### src/rtl/fetch_controller_pkg.sv
// Fetch controller shared definitions.
// Word length macro, FSM codes, counter sizes.
`ifndef FETCH_CONTROLLER_DEFINES
`define FETCH_CONTROLLER_DEFINES
`define WORD_LEN 16
`endif

package fetch_controller_pkg;

    localparam int CNT_W = 4;

    localparam logic [1:0] STATE_RUN   = 2'd0;
    localparam logic [1:0] STATE_STALL = 2'd1;
    localparam logic [1:0] STATE_FLUSH = 2'd2;

    localparam logic [15:0] SAT_MAX = 16'hFFFF;

endpackage

### src/rtl/fetch_controller_sat.sv
// 16-bit saturating event counter.
// Counts enabled cycles, sticks at all-ones.
module sat_counter16
    import fetch_controller_pkg::*;
(
    input  logic        clk,
    input  logic        rst,
    input  logic        en,
    output logic [15:0] count
);

    // Increment on enable until the ceiling is hit
    always_ff @(posedge clk or posedge rst) begin
        if (rst)
            count <= '0;
        else if (en && count != SAT_MAX)
            count <= count + 16'd1;
    end

endmodule

### src/rtl/fetch_controller.sv
// Fetch stage hazard/redirect sequencer.
// Stalls on load-use, flushes IF/ID on redirect.
module fetch_controller
    import fetch_controller_pkg::*;
#(
    parameter int STALL_CYCLES = 1,
    parameter int FLUSH_CYCLES = 1
) (
    input  logic                 clk,
    input  logic                 rst,
    input  logic                 hazard,
    input  logic                 brCondID,
    input  logic                 jumpID,
    input  logic [`WORD_LEN-1:0] brOffsetID,
    output logic                 brTaken,
    output logic                 jumpEnable,
    output logic [`WORD_LEN-1:0] brOffset,
    output logic                 freeze,
    output logic                 freezeIFID,
    output logic                 flushIFID,
    output logic                 bubbleIDEX,
    output logic [1:0]           state,
    output logic [15:0]          stallCount,
    output logic [15:0]          flushCount
);

    // Counter holds the cycles left after the current one
    localparam logic [CNT_W-1:0] STALL_LOAD =
        CNT_W'(STALL_CYCLES > 1 ? STALL_CYCLES - 2 : 0);
    localparam logic [CNT_W-1:0] FLUSH_LOAD =
        CNT_W'(FLUSH_CYCLES > 1 ? FLUSH_CYCLES - 2 : 0);

    logic [1:0]       stateQ, stateD;
    logic [CNT_W-1:0] cntQ, cntD;

    // Next state, counter and control decode; all forced low in reset
    always_comb begin
        stateD     = stateQ;
        cntD       = cntQ;
        brTaken    = 1'b0;
        jumpEnable = 1'b0;
        brOffset   = '0;
        freeze     = 1'b0;
        freezeIFID = 1'b0;
        flushIFID  = 1'b0;
        bubbleIDEX = 1'b0;
        case (stateQ)
            STATE_RUN: begin
                if (hazard) begin
                    freeze     = 1'b1;
                    freezeIFID = 1'b1;
                    bubbleIDEX = 1'b1;
                    if (STALL_CYCLES > 1) begin
                        stateD = STATE_STALL;
                        cntD   = STALL_LOAD;
                    end
                end else if (jumpID || brCondID) begin
                    jumpEnable = jumpID;
                    brTaken    = ~jumpID;
                    flushIFID  = 1'b1;
                    brOffset   = brOffsetID;
                    if (FLUSH_CYCLES > 1) begin
                        stateD = STATE_FLUSH;
                        cntD   = FLUSH_LOAD;
                    end
                end
            end
            STATE_STALL: begin
                freeze     = 1'b1;
                freezeIFID = 1'b1;
                bubbleIDEX = 1'b1;
                if (cntQ == '0)
                    stateD = STATE_RUN;
                else
                    cntD = cntQ - CNT_W'(1);
            end
            STATE_FLUSH: begin
                flushIFID = 1'b1;
                if (cntQ == '0)
                    stateD = STATE_RUN;
                else
                    cntD = cntQ - CNT_W'(1);
            end
            default: begin
                stateD = STATE_RUN;
                cntD   = '0;
            end
        endcase
        if (rst) begin
            brTaken    = 1'b0;
            jumpEnable = 1'b0;
            brOffset   = '0;
            freeze     = 1'b0;
            freezeIFID = 1'b0;
            flushIFID  = 1'b0;
            bubbleIDEX = 1'b0;
        end
    end

    // FSM state and sequence counter registers
    always_ff @(posedge clk or posedge rst) begin
        if (rst) begin
            stateQ <= STATE_RUN;
            cntQ   <= '0;
        end else begin
            stateQ <= stateD;
            cntQ   <= cntD;
        end
    end

    assign state = stateQ;

    sat_counter16 uStallCnt (
        .clk   (clk),
        .rst   (rst),
        .en    (bubbleIDEX),
        .count (stallCount)
    );

    sat_counter16 uFlushCnt (
        .clk   (clk),
        .rst   (rst),
        .en    (flushIFID),
        .count (flushCount)
    );

endmodule

### config.mk
export PLATFORM = sky130hd
export DESIGN_NAME = fetch_controller
export DESIGN_NICKNAME = d
export VERILOG_FILES = /design/src/rtl/fetch_controller_pkg.sv /design/src/rtl/fetch_controller_sat.sv /design/src/rtl/fetch_controller.sv
export SDC_FILE = /design/constraint.sdc
export NUM_CORES = 1
export LEC_CHECK = 0
export BUFFER_PORTS_ARGS = -buffer_cell sky130_fd_sc_hd__buf_4
export CORE_MARGIN = 5
export CORE_UTILIZATION = 50
export DETAILED_ROUTE_END_ITERATION = 8
export MAX_ROUTING_LAYER = met4
export PLACE_DENSITY_LB_ADDON = 0.3
export SYNTH_ARGS = -nofsm -noshare
export SYNTH_HDL_FRONTEND = slang
export SYNTH_SLANG_ARGS = --single-unit
### constraint.sdc
create_clock -name clk -period 5.25 [get_ports clk]
set_clock_uncertainty 0.2 [all_clocks]
set_input_delay 1.05 -clock clk [delete_from_list [all_inputs] [get_ports clk]]
set_output_delay 1.05 -clock clk [all_outputs]
set_load 0.005 [all_outputs]
; Word level (Yosys, flattened, before mapping)
; Cells that the tools add are included.
[op_classes]
n_eq_ne = 6
mux = 23
addsub = 3
n_reduce_logical = 8
bitwise = 2
[ops]
columns = cell, count
row1 = $mux 16, 4
row2 = $add 16x1->16 const B, 2
row3 = $ne 16x16->1 const B, 2
row4 = $mux 1, 13
row5 = $pmux 4 s2, 1
row6 = $logic_not 4->1, 1
row7 = $mux 4, 1
row8 = $pmux 1 s2, 2
row9 = $pmux 2 s2, 1
row10 = $reduce_and 2->1, 2
row11 = $sub 4x1->4 const B, 1
row12 = $eq 2x1->1 const B, 1
row13 = $eq 2x2->1 const B, 1
row14 = $logic_and 1x1->1, 2
row15 = $logic_not 2->1, 1
row16 = $mux 2, 1
row17 = $ne 2x1->1 const B, 1
row18 = $ne 2x2->1 const B, 1
row19 = $not 1->1, 2
row20 = $reduce_or 2->1, 1
row21 = $logic_or 1x1->1, 1
[totals]
wordCells = 46
ff_bits = 38

; Logic depth before layout (Yosys ltp)
; Gate-level depths: netlist of run 1.
[logic_depth]
ltp_word = 6
ltp_mapped = 7
ltp_nobuf = 5

; By module
; A second synthesis of run 1 with hierarchy kept.
[unflattened]
cells_unflattened = 173
hier_area_um2 = 1884.3
[modules_own_cells]
columns = module, area_per_inst_um2, instances, cells_each, seq_area_each_um2
row1 = sat_counter16, 805.8, 2, 71, 400.4
row2 = fetch_controller, 272.8, 1, 31, 0.0

; Worst setup path after synthesis of run 1
; OpenSTA, ideal clock, no wires.
[synth_path]
path_type = in2out
from = input port rst
to = output port brOffset[10]
t_required_ns = 4.000
stages = 6
t_arrival_ns = 2.111
path_slack_ns = 1.889
path_buffers = 2
cell_sequence = or2_1 buf_6 or2_4 inv_2 clkbuf_1 and2_1
[synth_between]
elab_chain_len = 1
[synth_rtl]
columns = item, line
row1 = from (decl), fetch_controller.sv:10  ; input logic rst,
row2 = $mux 16, fetch_controller.sv:89  ; if (rst) begin
row3 = to (decl), fetch_controller.sv:17  ; output logic [`WORD_LEN-1:0] brOffset,
; Every way passes these cells.

; Final worst setup path of run 1
[layout_path]
from = input port rst
to = output port brOffset[7]
; The elaborated chain is that of the path after synthesis.

==> out/qor_table.md, run 1 <==
| Result | Reported | Unit |
|---|---|---|
| Die height | 69.5 | um |
| Total number of yosys warnings | 0 | - |
| Total number of vias | 1566 | - |
| Maximum frequency from static timing analysis | 282 | MHz |
| Post-detail-place hpwl | 3240 | um |
| Area overhead of the layout relative to synthesis | 35.9 | % |
| Antenna violations before repair | 0 | - |
| Synth Area per Inst | 10.2 | sq um |
| Post-synth top area cell | sky130_fd_sc_hd__dfrtp_1 | - |
| Number of resized instances in the post-cts repair step | 0 | - |
| IO Port Bufs | 74 | - |
| Clock edge transition at the registers on the reported setup and hold paths | 90 | ps |
| Max VDD drop | 327 | uV |
| Vias in the first global route | 1522 | - |
| Final worst path period share | 67.5 | % |
| WL per Instance | 14.1 | um |
| Drt initial violations | 44 | - |
| Count of buffers added by post-CTS timing repair for setup | 0 | - |
| Unrepaired setup endpoints after global routing | no | - |
| Max cap viols | 0 | - |
| Critical path startpoint category | input port | - |
| Number of rows created at floorplan | 21 | - |
| Die Width | 69.5 | um |
| Share of cells above drive strength 1 | 36.5 | % |
| Period minus WS final | 3550 | ps |
| DR pass1 iterations | 4 | - |
| Antenna viol nets, final | 0 | - |
| Critical path type | in -> out | - |
| Area of the die | 4830 | sq um |
| Final Non-Filler Cells | 295 | - |
| Total wire length after detailed routing | 4150 | um |
| Library cell contributing the largest single delay on the critical path | sky130_fd_sc_hd__or2_1 | - |
| Cell chosen for the clock root | sky130_fd_sc_hd__clkbuf_4 | - |
| Maximum single-stage delay on the critical path | 300 | ps |
| PwrDens | 290 | nW/um^2 |
| Number of buffers and inverters on the critical path | 3 | - |
| Type of destination of the critical path | output pin | - |
| Status | complete, no violations | - |
| Total overflow reported by the global router | 0 | - |
| Number of clock sinks | 32 | - |
| Post-Syn Area | 1770 | sq um |
| Count of different cell masters after synthesis | 41 | - |
| Number of primary I/O pins | 77 | - |
| Clock tree from TritonCTS | built | - |
| Clock insertion delay at the later pin of the skew report | 330 | ps |
| Total count of hold-check failures in the final report | 0 | - |
| Critical-path maximum fanout | 23 | - |
| Placed insts | 288 | - |
| Clock tree buffer depth | 2 | - |
| Proportion of synthesized chip area in sequential cells | 45.2 | % |
| Met2 layer wire length in the routed design | 2100 | um |
| Hold buffer count at CTS | 0 | - |
| Summed negative setup slack over all endpoints | 0 | ps |
| Number of max-slew violations in the final report | 0 | - |
| Met1 wire length | 1670 | um |
| Area share of the leading cell type in the synthesized netlist | 45.2 | % |
| Cells along the critical path | buf_4 > or2_1 > or2_4 > inv_2 > and2_1 > buf_4 | - |
| Highest Signal Layer | met4 | - |
| Synth area leaders | sky130_fd_sc_hd__dfrtp_1 (45%), sky130_fd_sc_hd__xor2_1 (6.4%), sky130_fd_sc_hd__and2_1 (6.0%) | - |
| Met3 WL | 356 | um |
| Wire length of the first global-routing pass | 6980 | um |
| Aggregate global-route resource usage | 18.1 | % |
| Maximum number of pins on one net before global-route repair | 24 | - |
| Crit path arrival time | 2300 | ps |
| Initial Utilization | 52.2 | % |
| Total core area | 3390 | sq um |
| Crit-path most repeated cell | sky130_fd_sc_hd__buf_4 | - |
| Number of cells produced by synthesis | 174 | - |
| Leakage Power | 1.19 | nW |
| RD Place Congestion | 0.836 | - |
| Required @ worst endpoint | 4000 | ps |
| Headroom to the max-slew limit | 62.8 | % |
| Top cell family by delay on the critical path | simple AND/OR/NAND/NOR gates | - |
| Synthesis-stage register bit count | 32 | - |
| Total number of nets in the final design | 272 | - |
| Class of the worst hold path | reg -> reg | - |
| # DRC | 0 | - |
| ANT cells | 0 | - |
| Actual slew at the worst max-slew pin | 558 | ps |
| Setup violations, final | 0 | - |
| Num CTS Buffers | 5 | - |
| Via density per instance | 5.31 | - |
| H-Tree Depth | 2 | - |
## Yosys cell counts
cell	instances
sky130_fd_sc_hd__o21ai_0	1
sky130_fd_sc_hd__or3_1	3
sky130_fd_sc_hd__nand3b_1	1
sky130_fd_sc_hd__nand4b_1	1
sky130_fd_sc_hd__and2_1	17
sky130_fd_sc_hd__o2111ai_1	1
sky130_fd_sc_hd__nor4b_1	1
sky130_fd_sc_hd__o2111a_1	1
sky130_fd_sc_hd__and3_1	3
sky130_fd_sc_hd__a21oi_1	2
sky130_fd_sc_hd__xnor2_1	12
sky130_fd_sc_hd__nor3_1	5
sky130_fd_sc_hd__and4_1	3
sky130_fd_sc_hd__nor2_1	8
sky130_fd_sc_hd__o21a_1	1
sky130_fd_sc_hd__inv_2	1
sky130_fd_sc_hd__nor3b_1	3
sky130_fd_sc_hd__nand3_1	10
sky130_fd_sc_hd__nand2b_1	1
sky130_fd_sc_hd__a41oi_1	1
sky130_fd_sc_hd__nand4_1	14
sky130_fd_sc_hd__nor4b_2	1
sky130_fd_sc_hd__buf_2	1
sky130_fd_sc_hd__xor2_1	13
sky130_fd_sc_hd__nor4_2	1
sky130_fd_sc_hd__a31oi_1	2
sky130_fd_sc_hd__nor4_4	1
sky130_fd_sc_hd__mux2_2	3
sky130_fd_sc_hd__or4_1	1
sky130_fd_sc_hd__buf_6	1
sky130_fd_sc_hd__ha_1	2
sky130_fd_sc_hd__buf_4	4
sky130_fd_sc_hd__inv_1	4
sky130_fd_sc_hd__conb_1	1
sky130_fd_sc_hd__or2_1	1
sky130_fd_sc_hd__nor4_1	5
sky130_fd_sc_hd__or2_4	1
sky130_fd_sc_hd__dfrtp_1	32
sky130_fd_sc_hd__nand2_1	7
sky130_fd_sc_hd__or2_2	1
sky130_fd_sc_hd__clkbuf_1	2
## layout make-up
cell class	instances	area [sq um]
fill	275	983
multi-input combinational	130	901
sequential	32	801
timing repair buffer	75	563
clock buffer	7	65.1
tap	46	57.6
inverter	5	18.8
## worst register-to-register path, delay by kind of cell, from the launching register on
kind / cells / cell delay [ps]
muxes: 1 / 330
DFF: 1 / 460
and+or+nand+nor: 3 / 960
## metal layers
| metal | vias to the layer above | GRT usage, % |
|---|---|---|
| li1 | 773 | - |
| met1 | 720 | 19.8 |
| met2 | 69 | 29.6 |
| met3 | 4 | 7.83 |
| met4 | 0 | 5.64 |
| met5 | - | - |
## state kept, by name, summed over array words and instances (netlist names)
name,flops
uFlushCnt.count,16
uStallCnt.count,16
## cell usage in the layout (no fill, tap or decap), types with 4 or more instances in the layout
cell type,count
sky130_fd_sc_hd__nor2_1,8
sky130_fd_sc_hd__dfrtp_1,32
sky130_fd_sc_hd__nand4_1,14
sky130_fd_sc_hd__xnor2_1,12
sky130_fd_sc_hd__buf_4,75
sky130_fd_sc_hd__nor3_1,5
sky130_fd_sc_hd__inv_1,4
sky130_fd_sc_hd__xor2_1,13
sky130_fd_sc_hd__clkbuf_4,5
sky130_fd_sc_hd__nand3_1,10
sky130_fd_sc_hd__nand2_1,7
sky130_fd_sc_hd__nor4_1,5
sky130_fd_sc_hd__and2_1,17
## worst paths after layout
kind | startpoint | endpoint | slack [ps] | cells after the start
hold reg to reg | uFlushCnt.count[7] | uFlushCnt.count[7] | 310 | 1
setup / recovery | rst | brOffset[7] | 1700 | 6
hold / removal | uFlushCnt.count[7] | uFlushCnt.count[7] | 310 | 1
setup reg to reg | uFlushCnt.count[4] | uFlushCnt.count[15] | 3180 | 4
max in group asynchronous | rst | uStallCnt.count[0] | 3630 | 3
min in group asynchronous | rst | uFlushCnt.count[4] | 580 | 2
## power by group
group          internal [mW]  switching (mW)  leakage [nW]
Sequential             0.290          0.0639         0.422
Clock                 0.0759          0.0763        0.0374
Combinational          0.112          0.0808         0.729
Total                  0.477           0.221          1.19
## stage by stage
step | utilization [%] | area (sq um) | total power [mW] | hold WS (ps) | setup WS [ps]
final | 71.0 | 2410 | 0.698 | 315 | 1700
after global routing | 71.0 | 2410 | 0.748 | 329 | 1620
after CTS | 71.0 | 2410 | 0.708 | 311 | 1710
after detailed placement | 69.1 | 2340 | 0.553 | 299 | 1700
after global placement | 69.1 | 2340 | 0.546 | 289 | 1740
after floorplan | - | 1770 | 0.437 | 287 | 1890
## cells by family after synthesis
logic type	synth area share, %
xor+xnor	12.4
mux	1.91
other cells	0.212
buf+inv	4.10
simple gates	31.2
fa+ha+maj	1.41
compound gates	3.60
flops	45.2
Power figures use the tool's default switching activity.
==> run 2: changes to the inputs <==
--- a/config.mk
+++ b/config.mk
@@ -7,7 +7,7 @@
 export LEC_CHECK = 0
 export BUFFER_PORTS_ARGS = -buffer_cell sky130_fd_sc_hd__buf_4
 export CORE_MARGIN = 5
-export CORE_UTILIZATION = 50
+export CORE_UTILIZATION = 43
 export DETAILED_ROUTE_END_ITERATION = 8
 export MAX_ROUTING_LAYER = met4
 export PLACE_DENSITY_LB_ADDON = 0.3
==> constraint.sdc (replaced) <==
create_clock -name clk -period 3.05 [get_ports clk]
set_clock_uncertainty 0.2 [all_clocks]
set_input_delay 0.61 -clock clk [delete_from_list [all_inputs] [get_ports clk]]
set_output_delay 0.61 -clock clk [all_outputs]
set_load 0.005 [all_outputs]
==> run 2 against run 1 <==
Non-clock buffer count unchanged. Critical endpoint is now brOffset[14]. Sequential share of layout area down 0.64 points. Clock-buffer cell count down 1. Global-route usage down 1.5 points.
==> out/qor_table.md, run 2 (synthesis results as in run 1) <==
| Result | Reported | Unit |
|---|---|---|
| Status | complete, no violations | - |
| Number of max-slew violations in the final report | 0 | - |
| Most frequent standard cell in the layout excluding fill and tap cells | sky130_fd_sc_hd__buf_4 | - |
| Worst hold margin | 211 | ps |
| Aggregate global-route resource usage | 16.5 | % |
| Number of buffers and inverters on the critical path | 3 | - |
| Number of clock sinks | 32 | - |
| Headroom to the max-slew limit | 61.0 | % |
| Instance count on the critical path | 6 | - |
| ANT cells | 0 | - |
| Required @ worst endpoint | 2240 | ps |
| Summed negative setup slack over all endpoints | 0 | ps |
| Die height | 74.2 | um |
| Num CTS Buffers | 5 | - |
| Number of rows created at floorplan | 23 | - |
| Total count of hold-check failures in the final report | 0 | - |
| Area of the die | 5500 | sq um |
| Wire length of the first global-routing pass | 6710 | um |
| Total number of vias | 1566 | - |
| Max cap viols | 0 | - |
| Total overflow reported by the global router | 0 | - |
| WL per Instance | 14.5 | um |
| Period minus WS final | 2660 | ps |
| Register-to-Register Path Depth | 4 | - |
| RD Place Congestion | 0.854 | - |
| Drt initial violations | 99 | - |
| Most frequent cells in the layout | sky130_fd_sc_hd__buf_4 (75), sky130_fd_sc_hd__dfrtp_1 (32), sky130_fd_sc_hd__and2_1 (17), sky130_fd_sc_hd__nand4_1 (14), sky130_fd_sc_hd__xor2_1 (13) | - |
| Unrepaired setup endpoints after global routing | no | - |
| Clock tree from TritonCTS | built | - |
| Clock edge transition at the registers on the reported setup and hold paths | 70 | ps |
| Clock insertion delay at the later pin of the skew report | 280 | ps |
| Critical path type | in -> out | - |
| Final Non-Filler Cells | 300 | - |
| DR pass1 iterations | 4 | - |
| Placed insts | 292 | - |
| Antenna viol nets, final | 0 | - |
| Total core area | 4000 | sq um |
| Setup violations, final | 0 | - |
| Max VDD drop | 329 | uV |
| Final worst path period share | 87.1 | % |
| Number of resized instances in the post-cts repair step | 0 | - |
| Cells along the critical path | buf_4 > or2_1 > or2_4 > inv_2 > and2_1 > buf_4 | - |
| Number of primary I/O pins | 77 | - |
| Post-detail-place hpwl | 3410 | um |
| Total number of nets in the final design | 272 | - |
| Maximum frequency from static timing analysis | 376 | MHz |
| Class of the worst hold path | in -> async | - |
| Maximum number of pins on one net before global-route repair | 24 | - |
| Antenna violations before repair | 0 | - |
| Leakage Power | 1.21 | nW |
| Type of destination of the critical path | output pin | - |
| Crit-path most repeated cell | sky130_fd_sc_hd__buf_4 | - |
| Critical path startpoint category | input port | - |
| Critical-path maximum fanout | 23 | - |
| Actual slew at the worst max-slew pin | 584 | ps |
| Count of buffers added by post-CTS timing repair for setup | 0 | - |
| Die Width | 74.2 | um |
| Top cell family by delay on the critical path | simple AND/OR/NAND/NOR gates | - |
| Via density per instance | 5.22 | - |
| Hold buffer count at CTS | 0 | - |
| Share of cells above drive strength 1 | 36.4 | % |
| Clock tree buffer depth | 2 | - |
| Total wire length after detailed routing | 4350 | um |
| PwrDens | 545 | nW/um^2 |
| Largest registers in the final layout | uFlushCnt.count x16, uStallCnt.count x16 | - |
| Initial Utilization | 44.3 | % |
| Maximum single-stage delay on the critical path | 290 | ps |
| Area overhead of the layout relative to synthesis | 38.6 | % |
| # DRC | 0 | - |
| IO Port Bufs | 74 | - |
| Cell chosen for the clock root | sky130_fd_sc_hd__clkbuf_8 | - |
| Crit path arrival time | 1850 | ps |
| H-Tree Depth | 2 | - |
| Library cell contributing the largest single delay on the critical path | sky130_fd_sc_hd__or2_1 | - |
| Vias in the first global route | 1488 | - |
==> run 2: power breakdown <==
part | switching (mW) | leakage [nW] | total (mW) | internal [mW]
sequential | 0.112 | 0.422 | 0.612 | 0.500
combinational | 0.139 | 0.729 | 0.331 | 0.192
clock | 0.152 | 0.0552 | 0.394 | 0.242
total | 0.403 | 1.21 | 1.34 | 0.934
==> run 2: final cells by class <==
type / instances / area [sq um]
Clock inverter: 2 / 35.0
Fill cell: 350 / 1550
Sequential cell: 32 / 801
Timing Repair Buffer: 75 / 563
Tap cell: 50 / 62.6
Inverter: 5 / 18.8
Multi-Input combinational cell: 130 / 901
Clock buffer: 6 / 72.6
==> run 2: worst paths after layout <==
path,start,end,slack (ps)
setup / recovery,rst,brOffset[14],390
hold / removal,rst,uStallCnt.count[3],210
setup reg to reg,uStallCnt.count[5],uStallCnt.count[1],1050
hold reg to reg,uFlushCnt.count[7],uFlushCnt.count[7],310
max in group asynchronous,rst,uStallCnt.count[14],1770
min in group clk,uFlushCnt.count[7],uFlushCnt.count[7],310
==> run 2: layer usage <==
metal / GRT usage (%) / vias up / routed length [um]
li1: - / 772 / -
met1: 18.8 / 750 / 1810
met2: 27.4 / 38 / 2240
met3: 5.54 / 6 / 253
met4: 5.23 / 0 / 51
met5: - / - / 0
==> run 2: per-stage QoR <==
stage	setup slack, ps	power (mW)	utilization (%)	cell area [sq um]
floorplan	569	0.752	-	1770
global placement	408	0.940	58.6	2350
detailed placement	379	0.952	58.6	2350
CTS	381	1.36	61.3	2450
global route	297	1.43	61.3	2450
finish	392	1.34	61.3	2450
==> run 2: worst register-to-register path: cells and delay by family, from the launching register on <==
kind | cells | cell delay, ps
flip-flops | 1 | 450
multiplexers | 1 | 290
AND/OR/NAND/NOR | 3 | 940
==> run 3: changes to the inputs <==
--- a/config.mk
+++ b/config.mk
@@ -5,9 +5,10 @@
 export SDC_FILE = /design/constraint.sdc
 export NUM_CORES = 1
 export LEC_CHECK = 0
+export ABC_AREA = 1
 export BUFFER_PORTS_ARGS = -buffer_cell sky130_fd_sc_hd__buf_4
 export CORE_MARGIN = 5
-export CORE_UTILIZATION = 43
+export CORE_UTILIZATION = 50
 export DETAILED_ROUTE_END_ITERATION = 8
 export MAX_ROUTING_LAYER = met4
 export PLACE_DENSITY_LB_ADDON = 0.3
==> constraint.sdc (replaced) <==
create_clock -name clk -period 2.81 [get_ports clk]
set_clock_uncertainty 0.2 [all_clocks]
set_input_delay 0.562 -clock clk [delete_from_list [all_inputs] [get_ports clk]]
set_output_delay 0.562 -clock clk [all_outputs]
set_load 0.005 [all_outputs]
==> run 3 against run 2 <==
Worst setup slack gained 75 ps. Via count grew 45%. Clock-buffer cell count rose by 1. Final cell count is 54% higher. First-iteration DRC count increased by 55%. Hold slack worse by 15 ps. Register-to-register slack lost 240 ps. Global-route usage is 2.6 points higher. Power up 6.1%. Sequential share of layout area decreased by 5.0 points. Clock power rose by 23%. Critical path type unchanged.
==> out/qor_table.md, run 3 <==
| Result | Reported | Unit |
|---|---|---|
| Synth area leaders | sky130_fd_sc_hd__dfrtp_1 (37%), sky130_fd_sc_hd__nand2_1 (24%), sky130_fd_sc_hd__nor2_1 (8.2%) | - |
| PwrDens | 490 | nW/um^2 |
| Via density per instance | 4.92 | - |
| Share of total power in sequential cells | 43.0 | % |
| Most frequent cells in the layout | sky130_fd_sc_hd__nand2_1 (142), sky130_fd_sc_hd__buf_4 (76), sky130_fd_sc_hd__nor2_1 (48), sky130_fd_sc_hd__inv_1 (41), sky130_fd_sc_hd__dfrtp_1 (32) | - |
| Summed negative setup slack over all endpoints | 0 | ps |
| CP startpoint | brCondID | - |
| Placed insts | 455 | - |
| Total count of hold-check failures in the final report | 0 | - |
| Actual slew at the worst max-slew pin | 662 | ps |
| Maximum frequency from static timing analysis | 427 | MHz |
| Num CTS Buffers | 5 | - |
| # DRC | 0 | - |
| Final Non-Filler Cells | 463 | - |
| Critical path type | in -> out | - |
| Register-to-Register Setup Slack | 810 | ps |
| Number of primary I/O pins | 77 | - |
| Maximum number of pins on one net before global-route repair | 33 | - |
| Critical-path maximum fanout | 18 | - |
| Drt initial violations | 153 | - |
| ANT cells | 0 | - |
| Area of the die | 5800 | sq um |
| Cell chosen for the clock root | sky130_fd_sc_hd__clkbuf_8 | - |
| Pint | 1.01 | mW |
| Most used flip-flop cell after synthesis | sky130_fd_sc_hd__dfrtp_1 | - |
| Most frequent standard cell in the layout excluding fill and tap cells | sky130_fd_sc_hd__nand2_1 | - |
| Type of destination of the critical path | output pin | - |
| Post-synth top area cell | sky130_fd_sc_hd__dfrtp_1 | - |
| Clock tree buffer depth | 2 | - |
| Share of async-settable or async-resettable flops after synthesis | 100 | % |
| Hold buffer count at CTS | 0 | - |
| Count of different cell masters after synthesis | 24 | - |
| Critical register-to-register path startpoint | uFlushCnt.count[0] | - |
| Clock tree from TritonCTS | built | - |
| Max VDD drop | 429 | uV |
| Vias in the first global route | 2045 | - |
| Clock share of power | 34.3 | % |
| Fraction of power spent switching nets | 29.0 | % |
| H-Tree Depth | 2 | - |
| Antenna violations before repair | 0 | - |
| Largest registers in the final layout | uFlushCnt.count x16, uStallCnt.count x16 | - |
| EDFF count, synth | 0 | - |
| Number of cells produced by synthesis | 334 | - |
| Total number of nets in the final design | 433 | - |
| Combinational Power Share | 22.7 | % |
| Post-Syn Area | 2190 | sq um |
| Critical path startpoint category | input port | - |
| Status | complete, no violations | - |
| RD Place Congestion | 0.877 | - |
| Post-detail-place hpwl | 4090 | um |
| Die Width | 76.1 | um |
| Clock insertion delay at the later pin of the skew report | 280 | ps |
| Max cap viols | 0 | - |
| Synthesis-stage register bit count | 32 | - |
| Aggregate global-route resource usage | 19.1 | % |
| Leakage Power | 1.58 | nW |
| Die height | 76.1 | um |
| Headroom to the max-slew limit | 55.9 | % |
| Class of the worst hold path | in -> async | - |
| Required @ worst endpoint | 2050 | ps |
| WL per Instance | 11.4 | um |
| Clock edge transition at the registers on the reported setup and hold paths | 70 | ps |
| Antenna viol nets, final | 0 | - |
| Share of cells above drive strength 1 | 25.3 | % |
| Wire length of the first global-routing pass | 9320 | um |
| Dominant cell by count in the synthesized netlist | sky130_fd_sc_hd__nand2_1 | - |
| Number of clock sinks | 32 | - |
| Total wire length after detailed routing | 5290 | um |
| Total number of vias | 2278 | - |
| Number of max-slew violations in the final report | 0 | - |
| Period minus WS final | 2340 | ps |
| Area share of the leading cell type in the synthesized netlist | 36.6 | % |
| IO Port Bufs | 74 | - |
| Total core area | 4290 | sq um |
| Total number of yosys warnings | 0 | - |
| Number of rows created at floorplan | 24 | - |
| R2r endpoint | uFlushCnt.count[2] | - |
| Final worst path period share | 83.4 | % |
| NetSw | 0.411 | mW |
| Unrepaired setup endpoints after global routing | no | - |
| Synth Area per Inst | 6.55 | sq um |
| Total overflow reported by the global router | 0 | - |
| Proportion of synthesized chip area in sequential cells | 36.6 | % |
| Initial Utilization | 50.9 | % |
| Count of buffers added by post-CTS timing repair for setup | 0 | - |
| Area overhead of the layout relative to synthesis | 32.4 | % |
| Register-to-Register Path Depth | 9 | - |
| Setup violations, final | 0 | - |
| Crit path arrival time | 1580 | ps |
| Number of resized instances in the post-cts repair step | 0 | - |
| Synth cell count leaders | sky130_fd_sc_hd__nand2_1 (142), sky130_fd_sc_hd__nor2_1 (48), sky130_fd_sc_hd__inv_1 (41), sky130_fd_sc_hd__dfrtp_1 (32) | - |
| DR pass1 iterations | 4 | - |
## run 3: cell types whose count changed in the layout (fill, tap and decap cells not counted), sizes merged, moves of 8 or more
cell	previous run	this run
nand2	7	146
nor2	8	58
inv	5	43
and2	17	0
nand3b	1	10
nand4	14	5
xnor2	12	3
o21ai	1	9
## run 3: cell families after synthesis
family	share of synthesized area, %
and+or+nand+nor	45.8
buffers and inverters	10.1
DFF	36.6
AOI/OAI and AO/OA	2.57
xor gates and xnor gates	3.60
adders and majority gates	1.14
other	0.171
## run 3: final cells by class
| class | instances | area, sq um |
|---|---|---|
| Multi-Input combinational cell | 252 | 1170 |
| Timing Repair Buffer | 76 | 571 |
| Sequential cell | 32 | 801 |
| Inverter | 43 | 164 |
| Clock inverter | 1 | 30.0 |
| Tap cell | 52 | 65.1 |
| Fill cell | 387 | 1400 |
| Clock buffer | 7 | 96.3 |
## run 3: power by group through the flow
stage                     Combinational [mW]  Clock, mW  Sequential (mW)
after floorplan                        0.162          0            0.607
after global placement                 0.315          0            0.618
after detailed placement               0.328          0            0.618
after CTS                              0.329      0.498            0.610
after global routing                   0.364      0.516            0.625
final                                  0.321      0.486            0.611
## run 3: metrics by stage
stage / total power, mW / hold slack, ps / util (%) / setup slack, ps / area (sq um)
final: 1.42 / 196 / 67.5 / 467 / 2900
after global routing: 1.50 / 249 / 67.5 / 379 / 2900
after CTS: 1.44 / 211 / 67.5 / 457 / 2900
after detailed placement: 0.946 / 317 / 64.5 / 459 / 2770
after global placement: 0.934 / 299 / 64.5 / 512 / 2770
after floorplan: 0.769 / 295 / - / 168 / 2190
## run 3: worst max-delay path, stage by stage
cell,delay [ps]
sky130_fd_sc_hd__buf_4,120
sky130_fd_sc_hd__o21ai_2,540
sky130_fd_sc_hd__inv_1,180
sky130_fd_sc_hd__buf_4,180
## run 3: how the worst max path moves through the flow
stage,endpoint,cells after the start
after detailed placement,flushIFID,4
after floorplan,freeze,4
after global routing,flushIFID,4
final,flushIFID,4
after global placement,flushIFID,4
after CTS,flushIFID,4
## run 3: metal layers
layer / track usage [%] / up-vias / routed length [um]
met5: - / - / 0
met4: 5.77 / 0 / 75
met3: 5.32 / 8 / 416
met2: 29.6 / 73 / 2460
met1: 24.4 / 1036 / 2340
li1: - / 1161 / -
